`src/rtl/movegen_pkg.sv`:
```
// Shared types and constants for the move-generator sequencer.
// Piece nibbles: bits [2:0] give the piece type, bit 3 gives the colour (1 = white).
package movegen_pkg;

  localparam int unsigned NSQ  = 64;
  localparam int unsigned SQ_W = 6;

  localparam logic [2:0] P_KING   = 3'd1;
  localparam logic [2:0] P_QUEEN  = 3'd2;
  localparam logic [2:0] P_ROOK   = 3'd3;
  localparam logic [2:0] P_BISHOP = 3'd4;
  localparam logic [2:0] P_KNIGHT = 3'd5;
  localparam logic [2:0] P_PAWN   = 3'd6;
  localparam int unsigned WHITE_BIT = 3;

  typedef enum logic [2:0] {
    StIdle,
    StLoad,
    StPick,
    StEmit,
    StDrain,
    StDone
  } state_t;

  // True when the nibble holds a piece that belongs to the side to move.
  function automatic logic is_own(input logic [3:0] nib, input logic wtp);
    return (nib[2:0] != 3'd0) && (nib[WHITE_BIT] == wtp);
  endfunction

endpackage

```
`src/rtl/movegen_sequencer_lsb_pick.sv`:
```
// Lowest-set-bit priority encoder over a 64-bit square vector.
// It also returns the input vector with that lowest set bit cleared.
module lsb_pick
  import movegen_pkg::*;
(
  input  logic [NSQ-1:0]  vec,
  output logic [SQ_W-1:0] idx,
  output logic            any,
  output logic [NSQ-1:0]  mask_cleared
);

  always_comb begin
    idx = '0;
    // Scan downward so that the lowest set bit is the last one written.
    for (int i = NSQ - 1; i >= 0; i--) begin
      if (vec[i]) idx = SQ_W'(i);
    end
    any          = |vec;
    mask_cleared = vec & (vec - NSQ'(1));
  end

endmodule

```
`src/rtl/movegen_sequencer.sv`:
```
// Move-generation sequencer: shifts a board into the square array, strobes each own piece
// in ascending square order and streams out every (from, to) pair reported by the array.
module movegen_sequencer #(
  parameter int unsigned NSQ = 64
) (
  input  logic                        clk,
  input  logic                        rst,
  input  logic                        i_start,
  input  logic                        i_wtp,
  input  logic [3:0]                  i_castle_rights,
  input  logic                        i_board_valid,
  input  logic [3:0]                  i_board_data,
  output logic                        o_board_ready,
  output logic                        o_pos_valid,
  output logic [3:0]                  o_pos_data,
  output logic                        o_wtp,
  output logic [3:0]                  o_castle_rights,
  output logic [NSQ-1:0]              o_emit,
  input  logic [NSQ-1:0]              i_target,
  output logic                        o_move_valid,
  input  logic                        i_move_ready,
  output logic [movegen_pkg::SQ_W-1:0] o_move_from,
  output logic [movegen_pkg::SQ_W-1:0] o_move_to,
  output logic                        o_done,
  output logic [7:0]                  o_move_count,
  output logic                        o_busy
);

  import movegen_pkg::*;

  state_t            state_q, state_d;
  logic              wtp_q, wtp_d;
  logic [3:0]        castle_q, castle_d;
  logic [NSQ-1:0]    own_q, own_d;
  logic [NSQ-1:0]    tgt_q, tgt_d;
  logic [SQ_W-1:0]   src_q, src_d;
  logic [SQ_W-1:0]   ld_cnt_q, ld_cnt_d;
  logic [7:0]        cnt_q, cnt_d;

  logic [SQ_W-1:0]   own_idx, tgt_idx;
  logic              own_any, tgt_any;
  logic [NSQ-1:0]    own_clr, tgt_clr;

  lsb_pick u_own_pick (
    .vec          (own_q),
    .idx          (own_idx),
    .any          (own_any),
    .mask_cleared (own_clr)
  );

  lsb_pick u_tgt_pick (
    .vec          (tgt_q),
    .idx          (tgt_idx),
    .any          (tgt_any),
    .mask_cleared (tgt_clr)
  );

  always_ff @(posedge clk or posedge rst) begin
    if (rst) begin
      state_q  <= StIdle;
      wtp_q    <= 1'b0;
      castle_q <= '0;
      own_q    <= '0;
      tgt_q    <= '0;
      src_q    <= '0;
      ld_cnt_q <= '0;
      cnt_q    <= '0;
    end else begin
      state_q  <= state_d;
      wtp_q    <= wtp_d;
      castle_q <= castle_d;
      own_q    <= own_d;
      tgt_q    <= tgt_d;
      src_q    <= src_d;
      ld_cnt_q <= ld_cnt_d;
      cnt_q    <= cnt_d;
    end
  end

  always_comb begin
    state_d       = state_q;
    wtp_d         = wtp_q;
    castle_d      = castle_q;
    own_d         = own_q;
    tgt_d         = tgt_q;
    src_d         = src_q;
    ld_cnt_d      = ld_cnt_q;
    cnt_d         = cnt_q;
    o_board_ready = 1'b0;
    o_pos_valid   = 1'b0;
    o_pos_data    = 4'h0;
    o_emit        = '0;
    o_move_valid  = 1'b0;
    o_done        = 1'b0;

    unique case (state_q)
      StIdle: begin
        if (i_start) begin
          wtp_d    = i_wtp;
          castle_d = i_castle_rights;
          own_d    = '0;
          ld_cnt_d = '0;
          cnt_d    = '0;
          state_d  = StLoad;
        end
      end
      StLoad: begin
        o_board_ready = 1'b1;
        if (i_board_valid) begin
          o_pos_valid = 1'b1;
          o_pos_data  = i_board_data;
          // Own-mask bit n tracks array square n as the chain shifts upward.
          own_d       = {own_q[NSQ-2:0], is_own(i_board_data, wtp_q)};
          ld_cnt_d    = ld_cnt_q + 1'b1;
          if (ld_cnt_q == SQ_W'(NSQ - 1)) state_d = StPick;
        end
      end
      StPick: begin
        if (!own_any) begin
          state_d = StDone;
        end else begin
          src_d   = own_idx;
          own_d   = own_clr;
          state_d = StEmit;
        end
      end
      StEmit: begin
        o_emit  = NSQ'(1) << src_q;
        tgt_d   = i_target;
        state_d = (i_target == '0) ? StPick : StDrain;
      end
      StDrain: begin
        o_move_valid = tgt_any;
        if (i_move_ready) begin
          tgt_d = tgt_clr;
          cnt_d = (cnt_q == 8'hFF) ? cnt_q : cnt_q + 8'd1;
          if (tgt_clr == '0) state_d = StPick;
        end
      end
      StDone: begin
        o_done  = 1'b1;
        state_d = StIdle;
      end
      default: state_d = StIdle;
    endcase
  end

  assign o_busy          = (state_q != StIdle);
  assign o_wtp           = wtp_q;
  assign o_castle_rights = castle_q;
  assign o_move_from     = src_q;
  assign o_move_to       = tgt_idx;
  assign o_move_count    = cnt_q;

endmodule

```
`config.mk`:
```
export PLATFORM = sky130hd
export DESIGN_NAME = movegen_sequencer
export DESIGN_NICKNAME = d
export VERILOG_FILES = /design/src/rtl/movegen_pkg.sv /design/src/rtl/movegen_sequencer_lsb_pick.sv /design/src/rtl/movegen_sequencer.sv
export SDC_FILE = /design/constraint.sdc
export NUM_CORES = 1
export LEC_CHECK = 0
export BUFFER_PORTS_ARGS = -buffer_cell sky130_fd_sc_hd__buf_2
export CORE_MARGIN = 2
export CORE_UTILIZATION = 60
export CTS_BUF_LIST = sky130_fd_sc_hd__clkbuf_4
export DETAILED_ROUTE_END_ITERATION = 10
export GPL_ROUTABILITY_DRIVEN = 0
export GPL_TIMING_DRIVEN = 0
export MAX_ROUTING_LAYER = met4
export PLACE_DENSITY = 0.94
export SYNTH_ARGS = -nofsm -noshare
export SYNTH_HDL_FRONTEND = slang
export SYNTH_SLANG_ARGS = --single-unit
```
`constraint.sdc`:
```
create_clock -name clk -period 12.1 [get_ports clk]
set_input_delay 0 -clock clk [delete_from_list [all_inputs] [get_ports clk]]
set_output_delay 0 -clock clk [all_outputs]
set_load 0.01 [all_outputs]
```
==> impl_metrics.ini <==
[status]
status = finished, final reports clean

[floorplanning]
start_util = 0.607
fp.dieH_um = 135
die_area_mm2 = 0.0183
die_x_um = 135
ios = 176
coreArea_mm2 = 0.0171
rows = 48

[global_routing]
grtUsageTotal = 0.439
grt_pass1_wl_um = 61300
grt_max_degree = 81
grt_pass1_vias = 11800
met3_usage = 0.118
grt_overflow = 0
met1_usage = 0.518
antenna_found_initial = 2
grt-busiest-layer = met2
use_met2 = 0.662

[setup_path]
cp-start-kind = flip-flop
end_kind = flip-flop
required_ps = 12560
cpMaxStageDelayCell = nor4_1
worst-path-max-fanout = 10
crit_chain = clkbuf_1 -> nor4_1 -> nand4_1 -> clkbuf_1 -> clkbuf_1 -> o21ai_0 -> o2111ai_1 -> nor4_1 -> nand4_1 -> nor2_2 -> o22ai_1
crit_type = flip-flop to flip-flop
arrival_ps = 5370
slowest_delay_ps = 1070
cpMostUsedCell = clkbuf_1

[detailed_routing]
drt-total-wl_um = 39500
vias_per_cell = 7.09
drt_iter0_markers = 2423
avgRoutedWirePerCell_um = 21.6
post-route-drc-count = 0
drt_first_pass_iters = 11
postRouteAntennaNets = 0
vias = 13000

[placed_design]
dp.cells = 1723
io_buffers = 175
dp_hpwl_um = 25600

[final_layout]
fillCellCount = 1183
drive_gt1_frac = 0.150
final_common_cell = buf_2
area_delta_synth_final_pct = 21.3
nets = 1672
final_cell_mix = buf_2, nor2_1, nand2_1
layoutNonFillerInstCount = 1830

[sta]
slew_headroom = 0.121
holdWs_ps = 57.2
finalSetupTns_ps = 0
slew_violations = 0
rsz0062_at_grt = false
finalHoldViolCount = 0
period_share = 0.406
finClkSkew_ps = 25.9
setup_viol = 0
worst_slew_pin_slew_ps = 1310
clock.fmax_mhz = 204
period_minus_slack_ps = 4910

[clock_tree]
clk_latency_ps = 610
htreeDepth = 4
clk_pin_slew_worst_paths_ps = 140
cts_buffers = 17
clk_path_buf_depth = 2
cts_tree = yes
clock-sinks = 156
root_buffer = clkbuf_4

[synth]
synth_warnings = 0
ys_ff_latch = 156
syn_inst = 1322
yosysTopAreaCell = dfrtp_1
syn_avg_cell_area_um2 = 7.83
syn-num-nets = 1402
synth-edff-count = 0
ys_seq_area_frac = 0.377
yosys-top-cells-area = dfrtp_1, a22o_1, nor2_1, nand2_1, o21ai_0
netlist_area_mm2 = 0.0103
synth-main-ff-cell = dfrtp_1
async_flop_share = 1.00
ys_types = 70
synth_top_area_frac = 0.377

[flow_run]
maxCapViolCount = 0

[pwr]
p_leak_nw = 5.73
peakVddDrop_v = 0.000115
p_per_area_mw_per_mm2 = 137

[worst_hold_path]
hp-class = primary input to async pin
repair_timing:
action | CTS | global route
hold buffers | 75 | 0
endpoints found under the hold margin | 153 | 0
resized for setup | 0 | 0
setup buffers | 0 | 0
worst max-delay path: cells and delay by family (launching register included):
kind            cells  cell delay, ps
buf+inv             3             930
simple gates        5            2920
compound gates      3             500
flops               1             390
synthesized netlist by cell type (all sizes together) (7+ instances only):
master and n:
clkbuf 78, nor3 48, inv 47, and2 7, nand2 162, nor2 181, a2111oi 8, o21ai 129
a22o 82, a211oi 9, or3 9, nand4 23, a31oi 11, nor4 70, a21o 14, nand3 20
buf 13, or4 28, a21oi 73, xor2 7, and3 11, o41ai 7, nand2b 7, dfrtp 156
o31ai 18, o21a 7
sequential cells by signal (all words and copies together), names as in the netlist:
name	flops
o_castle_rights	4
o_move_from	6
o_wtp	1
o_move_count	8
state_q	3
ld_cnt_q	6
tgt_q	64
own_q	64
final cells by class:
class,instances,area (um^2),area share
antenna,3,7.51,0.000598
buffer,91,379,0.0302
clock buffer,21,158,0.0126
clock inverter,8,97.6,0.00778
inverter,47,181,0.0145
multi-input combinational,1028,5890,0.469
sequential,156,3900,0.311
tap,225,282,0.0224
timing repair buffer,251,1650,0.132
report_power, final:
part | total, W | switching (W) | internal (W)
clock network | 0.000317 | 0.000190 | 0.000127
logic | 0.000718 | 0.000445 | 0.000273
registers | 0.000682 | 0.0000959 | 0.000586
total | 0.00172 | 0.000731 | 0.000986
logic make-up (layout without fill, tap and decap cells):
family	Yosys count	count (layout)	synth area share
multiplexers	6	6	0.00653
adder cells (fa/ha/maj)	4	4	0.00435
AO/OA/AOI/OAI	413	413	0.268
AND/OR/NAND/NOR	594	594	0.280
other	0	3	0
buffers and inverters	138	418	0.0537
XOR/XNOR	11	11	0.00931
flip-flops	156	156	0.377
routing by layer:
| layer | part of all wire | wire length (um) |
|---|---|---|
| met5 | 0 | 0 |
| met4 | 0.090 | 3560 |
| met3 | 0.13 | 5200 |
| met2 | 0.44 | 17500 |
| met1 | 0.34 | 13300 |
per-stage QoR:
| step | util | cell area [um^2] | power (W) | setup slack (ps) |
|---|---|---|---|---|
| floorplan | - | 10300 | 0.00113 | 7890 |
| global placement | 0.674 | 11500 | 0.00132 | 6390 |
| detailed placement | 0.676 | 11500 | 0.00134 | 8060 |
| CTS | 0.735 | 12500 | 0.00167 | 8020 |
| global route | 0.736 | 12500 | 0.00180 | 7190 |
| finish | 0.736 | 12500 | 0.00172 | 7190 |
final timing paths:
path,start,to,slack [ps],cells after the start
max,tgt_q[9]$_DFFE_PP0P_,state_q[2]$_DFFE_PP0P_,7190,11
min,rst,tgt_q[11]$_DFFE_PP0P_,60,3
max reg2reg,tgt_q[9]$_DFFE_PP0P_,state_q[2]$_DFFE_PP0P_,7190,11
min reg2reg,o_castle_rights[2]$_DFFE_PP0P_,o_castle_rights[2]$_DFFE_PP0P_,530,1
max in group asynchronous,rst,own_q[34]$_DFFE_PP0P_,11180,4
min in group clk,i_target[51],tgt_q[51]$_DFFE_PP0P_,150,4
(Power assumes the default switching activity.)
